$ cat src/rtl/irq_controller_pkg.sv
// Shared SoC definitions for the interrupt controller: bus widths, register
// offsets, FSM state encoding and the ACTIVE register layout.
package irq_controller_pkg;

  localparam int unsigned NUM_IRQ_MAX = 8;
  localparam int unsigned ID_W        = $clog2(NUM_IRQ_MAX);
  localparam int unsigned ADDR_W      = 16;
  localparam int unsigned DATA_W      = 32;

  // Block base in the SoC map; only the upper half identifies the block.
  localparam logic [31:0] SOC_BASE    = 32'h4002_0000;

  localparam logic [7:0] OFF_ENABLE  = 8'h00;
  localparam logic [7:0] OFF_PENDING = 8'h04;
  localparam logic [7:0] OFF_ACTIVE  = 8'h08;
  localparam logic [7:0] OFF_SWTRIG  = 8'h0C;
  localparam logic [7:0] OFF_EOI     = 8'h10;

  typedef enum logic [1:0] {
    ST_IDLE   = 2'd0,
    ST_REQ    = 2'd1,
    ST_ACTIVE = 2'd2
  } irq_state_e;

  typedef struct packed {
    logic                     valid;
    logic [DATA_W-ID_W-2:0]   rsvd;
    logic [ID_W-1:0]          id;
  } active_reg_t;

  // True when a full 32-bit SoC address falls in this block's window.
  function automatic logic soc_hit(input logic [31:0] full_addr);
    return full_addr[31:16] == SOC_BASE[31:16];
  endfunction

endpackage

$ cat src/rtl/irq_prio_enc.sv
// Lowest-index priority encoder.
//   req : request vector, bit 0 has highest priority
//   id  : index of the lowest set request bit (0 when none)
//   any : at least one request bit is set
module irq_prio_enc
  import irq_controller_pkg::*;
#(
  parameter int unsigned NUM_IRQ = 8
) (
  input  logic [NUM_IRQ-1:0] req,
  output logic [ID_W-1:0]    id,
  output logic               any
);

  // Scan from the top so the lowest set index is the last one written.
  always_comb begin
    id  = '0;
    any = 1'b0;
    for (int i = int'(NUM_IRQ) - 1; i >= 0; i--) begin
      if (req[i]) begin
        id  = ID_W'(i);
        any = 1'b1;
      end
    end
  end

endmodule

$ cat src/rtl/irq_controller.sv
// Memory-mapped interrupt controller: edge-detects level sources into a
// pending register, arbitrates lowest index first, and runs a
// request/acknowledge/end-of-interrupt handshake with the CPU.
//   clk, reset_n          : clock, async active-low reset
//   addr, data_in         : bus address (addr[7:0] decoded) and write data
//   write_enable          : qualified write strobe
//   read_enable           : qualified read strobe
//   data_out, ready       : registered read data and access-complete pulse
//   irq_in                : level interrupt sources
//   interrupt             : request to the CPU (high only while requesting)
//   interrupt_ack         : CPU acknowledge pulse
//   src_ack               : one-cycle acknowledge to the serviced source
module irq_controller
  import irq_controller_pkg::*;
#(
  parameter int unsigned NUM_IRQ = 8
) (
  input  logic               clk,
  input  logic               reset_n,
  input  logic [ADDR_W-1:0]  addr,
  input  logic [DATA_W-1:0]  data_in,
  output logic [DATA_W-1:0]  data_out,
  input  logic               write_enable,
  input  logic               read_enable,
  output logic               ready,
  input  logic [NUM_IRQ-1:0] irq_in,
  output logic               interrupt,
  input  logic               interrupt_ack,
  output logic [NUM_IRQ-1:0] src_ack
);

  logic [7:0]         reg_off;
  logic               wr_enable, wr_pending, wr_swtrig, wr_eoi;
  logic [NUM_IRQ-1:0] wdata;
  logic [NUM_IRQ-1:0] enable_q, pending_q, irq_prev_q;
  logic [NUM_IRQ-1:0] req_vec, sel_vec, ack_vec, set_vec, clr_vec, pending_d;
  logic [ID_W-1:0]    arb_id, active_id_q;
  logic               arb_any, active_valid_q, ack_take, sel_live;
  irq_state_e         state_q;
  active_reg_t        active_reg;
  logic [DATA_W-1:0]  rd_data;
  logic               unused_bits;

  // Register decode
  assign reg_off    = addr[7:0];
  assign wdata      = data_in[NUM_IRQ-1:0];
  assign wr_enable  = write_enable && (reg_off == OFF_ENABLE);
  assign wr_pending = write_enable && (reg_off == OFF_PENDING);
  assign wr_swtrig  = write_enable && (reg_off == OFF_SWTRIG);
  assign wr_eoi     = write_enable && (reg_off == OFF_EOI);
  assign unused_bits = ^{addr[ADDR_W-1:8], data_in};

  // Pending update: sets are applied after clears so a same-cycle set wins
  assign req_vec   = pending_q & enable_q;
  assign sel_vec   = NUM_IRQ'(1) << active_id_q;
  assign ack_take  = (state_q == ST_REQ) && interrupt_ack;
  assign ack_vec   = ack_take ? sel_vec : '0;
  assign sel_live  = |(pending_q & enable_q & sel_vec);
  assign set_vec   = (irq_in & ~irq_prev_q) | (wr_swtrig ? wdata : '0);
  assign clr_vec   = (wr_pending ? wdata : '0) | ack_vec;
  assign pending_d = (pending_q & ~clr_vec) | set_vec;

  irq_prio_enc #(.NUM_IRQ(NUM_IRQ)) u_prio_enc (
    .req (req_vec),
    .id  (arb_id),
    .any (arb_any)
  );

  // Read mux
  always_comb begin
    active_reg       = '0;
    active_reg.valid = active_valid_q;
    active_reg.id    = active_id_q;
    rd_data          = '0;
    case (reg_off)
      OFF_ENABLE:  rd_data[NUM_IRQ-1:0] = enable_q;
      OFF_PENDING: rd_data[NUM_IRQ-1:0] = pending_q;
      OFF_ACTIVE:  rd_data = DATA_W'(active_reg);
      default:     rd_data = '0;
    endcase
  end

  // Registers, bus response and request/ack/EOI state machine
  always_ff @(posedge clk or negedge reset_n) begin
    if (!reset_n) begin
      enable_q       <= '0;
      pending_q      <= '0;
      irq_prev_q     <= '0;
      active_id_q    <= '0;
      active_valid_q <= 1'b0;
      data_out       <= '0;
      ready          <= 1'b0;
      interrupt      <= 1'b0;
      src_ack        <= '0;
      state_q        <= ST_IDLE;
    end else begin
      ready      <= read_enable | write_enable;
      data_out   <= read_enable ? rd_data : '0;
      irq_prev_q <= irq_in;
      pending_q  <= pending_d;
      src_ack    <= ack_vec;
      interrupt  <= 1'b0;
      if (wr_enable) enable_q <= wdata;

      case (state_q)
        ST_IDLE: begin
          if (arb_any) begin
            active_id_q <= arb_id;
            state_q     <= ST_REQ;
            interrupt   <= 1'b1;
          end
        end
        ST_REQ: begin
          // Acknowledge beats a withdrawn request
          if (interrupt_ack) begin
            active_valid_q <= 1'b1;
            state_q        <= ST_ACTIVE;
          end else if (!sel_live) begin
            state_q <= ST_IDLE;
          end else begin
            interrupt <= 1'b1;
          end
        end
        ST_ACTIVE: begin
          if (wr_eoi) begin
            active_valid_q <= 1'b0;
            state_q        <= ST_IDLE;
          end
        end
        default: state_q <= ST_IDLE;
      endcase
    end
  end

endmodule

$ cat config.mk
export PLATFORM = sky130hd
export DESIGN_NAME = irq_controller
export DESIGN_NICKNAME = d
export VERILOG_FILES = /design/src/rtl/irq_controller_pkg.sv /design/src/rtl/irq_prio_enc.sv /design/src/rtl/irq_controller.sv
export SDC_FILE = /design/constraint.sdc
export NUM_CORES = 1
export LEC_CHECK = 0
export BUFFER_PORTS_ARGS = -buffer_cell sky130_fd_sc_hd__buf_2
export CELL_PAD_IN_SITES_DETAIL_PLACEMENT = 0
export CELL_PAD_IN_SITES_GLOBAL_PLACEMENT = 2
export CORE_MARGIN = 2
export CORE_UTILIZATION = 30
export CTS_BUF_LIST = sky130_fd_sc_hd__clkbuf_16
export DETAILED_ROUTE_END_ITERATION = 10
export GPL_ROUTABILITY_DRIVEN = 0
export PLACE_DENSITY_LB_ADDON = 0.1
export SYNTH_ARGS = -nofsm -noshare
export SYNTH_HDL_FRONTEND = slang
export SYNTH_SLANG_ARGS = --single-unit
$ cat constraint.sdc
create_clock -name clk -period 4 [get_ports clk]
set_input_delay 0.2 -clock clk [delete_from_list [all_inputs] [get_ports clk]]
set_output_delay 0.2 -clock clk [all_outputs]
set_load 0.03 [all_outputs]
==> results_dict.tcl, run 1 <==
set metrics [dict create \
    design.core.area_sq_mm 0.007647 \
    die-area_sq_mm 0.008517 \
    fin_area_sq_mm 0.002769 \
    numPortBuffers 47 \
    fp.dieH_um 92.29 \
    relSlewSlack_pct 25.62 \
    start_util_pct 30.58 \
    synth_edf_count 0 \
    nNetsFinal 324 \
    fin_skew_ns 0.006535 \
    hold_path_class "input pin to async pin" \
    dpl.hpwl_um 4110 \
    avgSynthCellArea_sq_um 10.88 \
    fin_cells 366 \
    netlist_top_cells_area "dfrtp_1, buf_4, mux2_4, a221o_1, mux2i_1" \
    antenna_cells 0 \
    endpoint_kind "register" \
    grt_pass1_wl_um 9301 \
    rsz0062_at_grt "no" \
    async_reset_ff_share_pct 100.0 \
    cap_violations 0 \
    clkTransAtPathRegs_ns 0.07 \
    status "finished, final reports clean" \
    ys_top_cells_by_count "dfrtp_1, buf_4, nor2_1" \
    grt_pass1_vias 1729 \
    cts_buffer_depth 2 \
    cts.sink_count 49 \
    synth_area_sq_mm 0.002338 \
    fmax_mhz 479.8 \
    fillers 804 \
    ys_ff_latch 49 \
    min_period_ns 2.084 \
    r2r_setup_slack_ns 2.03 \
    synth_cell_types 39 \
    synth_cells 215 \
    cts_resized 0 \
    rows 32 \
    worst_hold_slack_ns 0.01473 \
    fin_ws_ns 1.916 \
    cts_root_buffer "clkbuf_16" \
    drcViolationCount 0 \
    cts_hold_buf 0 \
    reg2reg_to "pending_q[0]" \
    drtPass1Iterations 4 \
    worstRegToRegCells 4 \
    wl_per_cell_um 15.70 \
    hold_viol_final 0 \
    synth_most_common_cell "dfrtp_1" \
    crit_arrival_ns 2.26 \
    vias 1698 \
    power_density_mw_per_mm2 499.4 \
    synth_seq_area_share_pct 52.43 \
    antenna_found_initial 0 \
    setup_violations 0 \
    slowest_delay_ns 0.91 \
    wl_um 5745 \
    start_kind "input pin" \
    final_util_pct 36.21 \
    die_w_um 92.29 \
    power_leakage_nw 1.382 \
    clock_latency_ns 0.29 \
    ctsHtreeMaxLevel 2 \
    drv_slew 0 \
    dp_slack_ns 1.567 \
    cts_buffers 5 \
    ant_nets 0 \
    final_layout_size_suffix_gt1_share_pct 27.65 \
    setup_tns_ns 0 \
    total_power_mw 1.383 \
    cp.required_ns 4.17 \
    post_cts.repair.setup_buffers 0 \
    place_area_sq_mm 0.002601 \
    cp_cell_sequence "buf_2 -> or4_4 -> nor4_2 -> a211oi_1 -> a221o_1" \
    cpMaxStageDelayCell "nor4_2" \
    pin_count 103 \
    fin_crit_sh_pct 52.11 \
    synth_warnings 0 \
    synth_top_flop_cell "dfrtp_1" \
    avgViaCountPerCell 4.639 \
    placed_cells 358 \
    yosys.area.top_type_share_pct 52.43 \
    track_usage_pct 14.42 \
    gr-total-overflow 0 \
    grt_max_degree 50 \
    yosys.area.top_type "dfrtp_1" \
    worst_pin_slew_ns 1.106 \
    irDropWorstVdd_mv 0.1798 \
    critPathKind "input pin to register" \
    crit_fanout 8 \
    area_growth_pct 18.41 \
    cts_tree "done" \
    rr_startpoint "active_id_q[1]" \
    drtIter0Drc 51 \
]
-- worst max-delay path, delay by kind of cell --
family          cells  cell delay, ns
simple gates        2            1.47
buf+inv             1            0.10
compound gates      2            0.47
-- cells by family after synthesis --
group           Yosys count  share of synthesized area (%)
compound gates           47                          13.75
buf+inv                  42                          10.75
flops                    49                          52.43
mux                      18                          9.471
other cells               1                         0.1604
simple gates             58                          13.43
-- flip-flops by register name, indices dropped and copies added, names as in the netlist --
name / count
interrupt: 1
src_ack: 8
ready: 1
data_out: 9
active_id_q: 3
irq_prev_q: 8
state_q: 2
active_valid_q: 1
pending_q: 8
enable_q: 8
-- cell type report --
type / count / area, sq um / area share (%)
Sequential cell: 49 / 1226 / 44.28
Multi-Input combinational cell: 146 / 955.9 / 34.52
Timing Repair Buffer: 48 / 242.7 / 8.766
Tap cell: 102 / 127.6 / 4.609
Clock buffer: 5 / 125.1 / 4.519
Inverter: 13 / 48.80 / 1.762
Clock inverter: 3 / 42.54 / 1.536
-- how the worst max path moves through the flow --
stage	cells past startpoint	to	slack [ns]	startpoint
after floorplan	5	enable_q[0]	1.85	addr[0]
after detailed placement	5	pending_q[6]	1.57	addr[0]
after CTS	5	pending_q[6]	1.88	addr[0]
after global placement	5	pending_q[2]	1.57	addr[0]
after global routing	5	pending_q[1]	1.76	addr[0]
final	5	pending_q[6]	1.92	addr[0]
-- power breakdown --
part | internal [mW] | switching (mW) | total [mW]
Combinational | 0.100 | 0.170 | 0.271
Sequential | 0.546 | 0.0853 | 0.632
Clock | 0.294 | 0.186 | 0.481
-- layout by cell type, fill, tap and decap left out, types with 2 or more instances in the layout --
cell type,synthesis,layout
dfrtp_1,49,49
buf_2,0,47
conb_1,1,23
nor2_1,20,20
inv_1,13,14
a21oi_1,14,14
nand2_1,11,11
o21ai_0,10,10
mux2i_1,9,9
a221o_1,9,9
mux2_4,8,8
nand3_1,6,6
clkbuf_16,0,5
nor3_1,3,3
or4b_2,2,2
nand3b_1,2,2
nor4_2,0,2
a211oi_1,2,2
nand4b_1,2,2
o31ai_1,2,2
a22oi_1,2,2
o221ai_1,2,2
a32oi_1,2,2
-- metal layers --
metal,vias up,track usage [%],routed length [um]
li1,816,-,-
met1,828,19.95,2766
met2,50,23.04,2653
met3,4,2.929,268
met4,0,4.104,57
met5,-,0,0
Note: power is estimated with default switching activity, not from simulation.
==> run 2: changes to the inputs <==
Settings changed: CORE_UTILIZATION 30 to 25.
Clock period 4 ns to 1.9 ns, I/O delays scaled along.
==> results_dict.tcl, run 2 (same netlist as run 1, synthesis figures left out) <==
set metrics [dict create \
    pin_count 103 \
    min-delay-start "read_enable" \
    antenna_found_initial 0 \
    gr-total-overflow 0 \
    clock_latency_ns 0.29 \
    start_kind "input pin" \
    rr_startpoint "state_q[1]" \
    vias 1787 \
    reg2reg_to "pending_q[4]" \
    area_growth_pct 25.09 \
    cts_buffers 5 \
    die_w_um 100.7 \
    design.core.area_sq_mm 0.009153 \
    worstHoldEndpoint "ready" \
    endpoint_kind "register" \
    critPathKind "input pin to register" \
    final_util_pct 31.96 \
    die-area_sq_mm 0.01014 \
    fmax_mhz 543.1 \
    drv_slew 0 \
    fillers 966 \
    drtPass1Iterations 4 \
    cpMaxStageDelayCell "or4b_4" \
    fin_cells 395 \
    dpl.hpwl_um 4596 \
    total_power_mw 2.863 \
    ant_nets 0 \
    irDropWorstVdd_mv 0.3367 \
    fin_crit_sh_pct 96.91 \
    status "finished, final reports clean" \
    hold_viol_final 0 \
    rows 35 \
    numPortBuffers 47 \
    setup_violations 0 \
    rsz0062_at_grt "no" \
    fp.dieH_um 100.7 \
    slowest_delay_ns 0.61 \
    grt_pass1_wl_um 9804 \
    final_layout_size_suffix_gt1_share_pct 28.52 \
    worst_hold_slack_ns 0.02749 \
    largest_reg_flops 9 \
    ctsHtreeMaxLevel 2 \
    cp.required_ns 2.07 \
    wl_per_cell_um 15.69 \
    power_leakage_nw 1.466 \
    track_usage_pct 12.90 \
    crit_fanout 8 \
    top_register "data_out" \
    worstHoldPathCells 2 \
    grt_pass1_vias 1830 \
    nNetsFinal 345 \
    worst_pin_slew_ns 0.5518 \
    power_density_mw_per_mm2 978.7 \
    clkTransAtPathRegs_ns 0.07 \
    start_util_pct 25.55 \
    relSlewSlack_pct 63.22 \
    worstRegToRegCells 4 \
    cap_violations 0 \
    placed_cells 379 \
    setup_tns_ns 0 \
    antenna_cells 0 \
    cp_cell_sequence "buf_2 -> or4_4 -> or3_4 -> or4b_4 -> mux2_4" \
    final_cell_mix "dfrtp_1, buf_2, conb_1, nor2_1" \
    min_period_ns 1.841 \
    grt_max_degree 29 \
    drtIter0Drc 69 \
    final_common_cell "dfrtp_1" \
    cts_root_buffer "clkbuf_16" \
    drcViolationCount 0 \
    hold_path_class "input pin to register" \
    cts_buffer_depth 2 \
    cts_tree "done" \
    wl_um 6197 \
    crit_arrival_ns 2.01 \
    r2r_setup_slack_ns 0.07 \
    cts.sink_count 49 \
    fin_skew_ns 0.006303 \
    avgViaCountPerCell 4.524 \
]
[run 2: cell types whose count changed in the layout (fill, tap and decap cells not counted), sizes merged]
cell and delta:
buf +12, dlygate4sd3 +9, bufinv -1
[run 2: metrics by stage]
step	instance area [sq um]	setup WS (ns)
after floorplan	2425	-0.1192
after global placement	2703	-0.2309
after detailed placement	2703	-0.2449
after CTS	2925	0.05466
after global routing	2925	0.004212
final	2925	0.05871
[run 2: per-layer routing]
metal  vias up  track usage (%)  wire, um
met5         -                0         0
met4         0            4.110        76
met3         8            2.497       281
met2        52            21.90      2926
met1       869            16.51      2912
li1        858                -         -
[run 2: worst max-delay path by stage]
stage	start	endpoint	cells past startpoint	slack, ns
floorplan	addr[0]	enable_q[0]	5	-0.12
finish	addr[0]	enable_q[0]	5	0.06
global placement	addr[0]	enable_q[0]	5	-0.23
CTS	addr[0]	enable_q[0]	5	0.05
global route	state_q[1]	pending_q[4]	4	0.004
detailed placement	addr[0]	enable_q[2]	5	-0.24
[run 2: worst max-delay path, delay by kind of cell]
family                 cells  cell delay [ns]
AND/OR/NAND/NOR            3             1.48
multiplexers               1             0.33
buffers and inverters      1             0.10
[run 2: where the power goes]
part	switching (mW)	internal [mW]
clock network	0.380	0.472
registers	0.0869	1.15
logic	0.482	0.290
[run 2: final cells by class]
class	instances	area [sq um]	share of cell area (%)
tap	111	138.9	4.748
clock inverter	2	7.507	0.2566
clock buffer	5	125.1	4.277
multi-input combinational	146	943.4	32.25
inverter	13	48.80	1.668
sequential	49	1226	41.92
timing repair buffer	69	435.4	14.88
[run 2: timing repair]
item | 4_1_cts | 5_1_grt
endpoints found under the setup margin | 0 | 1
gates resized for setup | 0 | 1
setup buffers | 0 | 0
hold buffers | 9 | 0
hold endpoints to repair | 29 | 0
==> run 3: changes to the inputs <==
Settings changed: SYNTH_HIERARCHICAL from default to 1.
==> results_dict.tcl, run 3 <==
set metrics [dict create \
    fillers 961 \
    fmax_mhz 598.2 \
    synth_area_sq_mm 0.002385 \
    numPortBuffers 47 \
    path_depth 5 \
    cts_buffers 5 \
    crit_fanout 5 \
    top_register "data_out" \
    critPathBufInv 0 \
    hold_path_class "input pin to register" \
    fin_cells 419 \
    largest_reg_flops 9 \
    fin_skew_ns 0.007803 \
    grt_pass1_wl_um 9770 \
    fin_crit_sh_pct 87.98 \
    r2r_setup_slack_ns 0.23 \
    antenna_found_initial 0 \
    cpMaxStageDelayCell "dfrtp_1" \
    final_common_cell "dfrtp_1" \
    cap_violations 0 \
    synth_seq_area_share_pct 51.42 \
    dp_slack_ns 0.04698 \
    synth_most_common_cell "dfrtp_1" \
    start_kind "register" \
    grt_max_degree 50 \
    post_cts.repair.setup_buffers 0 \
    nNetsFinal 351 \
    power_density_mw_per_mm2 919.8 \
    power_leakage_nw 1.442 \
    endpoint_kind "register" \
    setup_violations 0 \
    reg2reg_to "active_id_q[1]" \
    area_growth_pct 28.59 \
    clkTransAtPathRegs_ns 0.07 \
    dpl.hpwl_um 4367 \
    p_switching_mw 0.8958 \
    setup_tns_ns 0 \
    seqPwrFrac_pct 43.5 \
    cts_buffer_depth 2 \
    synth_warnings 6 \
    ys_ff_latch 49 \
    synth_edf_count 0 \
    antenna_cells 0 \
    cts.sink_count 49 \
    fp.dieH_um 101.7 \
    worst_hold_slack_ns 0.04806 \
    status "finished, final reports clean" \
    slowest_delay_ns 0.41 \
    final_util_pct 33.19 \
    start_util_pct 25.81 \
    yosys.area.top_type "dfrtp_1" \
    final_layout_size_suffix_gt1_share_pct 34.48 \
    wl_per_cell_um 14.86 \
    worstRegToRegCells 5 \
    ant_nets 0 \
    min-delay-start "read_enable" \
    cp.required_ns 2.08 \
    worstSetupEndpoint "active_id_q[1]" \
    critical_path.top_delay_family "simple AND/OR/NAND/NOR gates" \
    cp_cell_sequence "and2_1 -> nor4_2 -> nand2_1 -> nor3b_2 -> mux2_2" \
    gr-total-overflow 0 \
    rsz0062_at_grt "no" \
    pin_count 103 \
    synth_cell_types 41 \
    design.core.area_sq_mm 0.009240 \
    async_reset_ff_share_pct 100.0 \
    critPathKind "register to register" \
    grt_pass1_vias 1800 \
    placed_cells 403 \
    vias 1793 \
    hold_viol_final 0 \
    final_cell_mix "dfrtp_1, buf_2, conb_1, nor2_1, buf_4" \
    p_int_mw 1.925 \
    irDropWorstVdd_mv 0.2993 \
    clock_latency_ns 0.29 \
    synth_cells 214 \
    ctsHtreeMaxLevel 2 \
    drtIter0Drc 26 \
    die-area_sq_mm 0.01034 \
    drv_slew 0 \
    track_usage_pct 12.62 \
    drcViolationCount 0 \
    rr_startpoint "enable_q[5]" \
    avgSynthCellArea_sq_um 11.14 \
    rows 35 \
    switching_share_pct 31.76 \
    cts_root_buffer "clkbuf_16" \
    crit_start "enable_q[5]" \
    netlist_top_cells_area "dfrtp_1, buf_4, mux2_2, a311o_2, nor2_1" \
    avgViaCountPerCell 4.279 \
    synth_top_flop_cell "dfrtp_1" \
    yosys.area.top_type_share_pct 51.42 \
    min_period_ns 1.672 \
    die_w_um 101.7 \
    cts_tree "done" \
    clkPwrFrac_pct 30.3 \
    ys_top_cells_by_count "dfrtp_1, buf_4, nor2_1" \
    crit_arrival_ns 1.85 \
    drtPass1Iterations 4 \
    fin_ws_ns 0.2284 \
    wl_um 6226 \
    combPwrFrac_pct 26.2 \
]
-- run 3: cell count changes after synthesis, sizes merged, moves of 5 or more --
| cell | delta |
|---|---|
| a21oi | -5 |
| a221o | -9 |
| a311o | +8 |
| and2 | +5 |
| inv | -5 |
| nand3 | -5 |
| nor2b | +10 |
-- run 3: power groups by stage --
stage | Combinational [mW] | Clock, mW | Sequential [mW]
after floorplan | 0.420 | 0 | 1.26
after global placement | 0.728 | 0 | 1.24
after detailed placement | 0.731 | 0 | 1.25
after CTS | 0.747 | 0.890 | 1.23
after global routing | 0.816 | 0.937 | 1.24
final | 0.740 | 0.854 | 1.23
-- run 3: kinds of logic (layout without fill, tap and decap cells) --
kind of cell / count (synthesis) / after routing / share of synthesized area (%)
other: 1 / 23 / 0.1572
DFF: 49 / 49 / 51.42
AOI/OAI and AO/OA: 40 / 40 / 11.96
buffers and inverters: 36 / 90 / 9.601
and+or+nand+nor: 70 / 70 / 18.63
muxes: 18 / 18 / 8.237
-- run 3: metrics by stage --
step	cell area [sq um]	power [mW]
2_1_floorplan	2467	1.683
3_3_place_gp	2833	1.971
3_5_place_dp	2833	1.977
4_1_cts	3055	2.863
5_1_grt	3067	2.995
6_report	3067	2.821
-- run 3: worst min path at each step --
stage / endpoint / slack (ns) / depth (start not counted)
floorplan: active_id_q[0] / -0.20 / 0
global placement: src_ack[4] / 0.11 / 2
detailed placement: data_out[6] / 0.11 / 2
CTS: ready / 0.05 / 2
global route: ready / 0.06 / 2
finish: ready / 0.05 / 2
-- run 3: cell type report --
class | count | area (sq um) | area share [%]
sequential | 49 | 1226 | 39.98
multi-input combinational | 151 | 1023 | 33.37
tap | 129 | 161.4 | 5.263
clock buffer | 5 | 125.1 | 4.080
inverter | 8 | 30.03 | 0.9792
timing repair buffer | 75 | 493.0 | 16.08
clock inverter | 2 | 7.507 | 0.2448
-- run 3: what timing repair did --
action | 4_1_cts | 5_1_grt
endpoints found under the setup margin | 0 | 2
gates resized for setup | 0 | 2
hold buffers | 9 | 0
endpoints found under the hold margin | 57 | 0
-- run 3: per-layer routing --
metal | vias up | share of wire, % | track usage (%)
met5 | - | 0 | 0
met4 | 0 | 2.8 | 6.341
met3 | 12 | 4.7 | 1.587
met2 | 58 | 46 | 20.34
met1 | 854 | 47 | 16.65
li1 | 869 | - | -
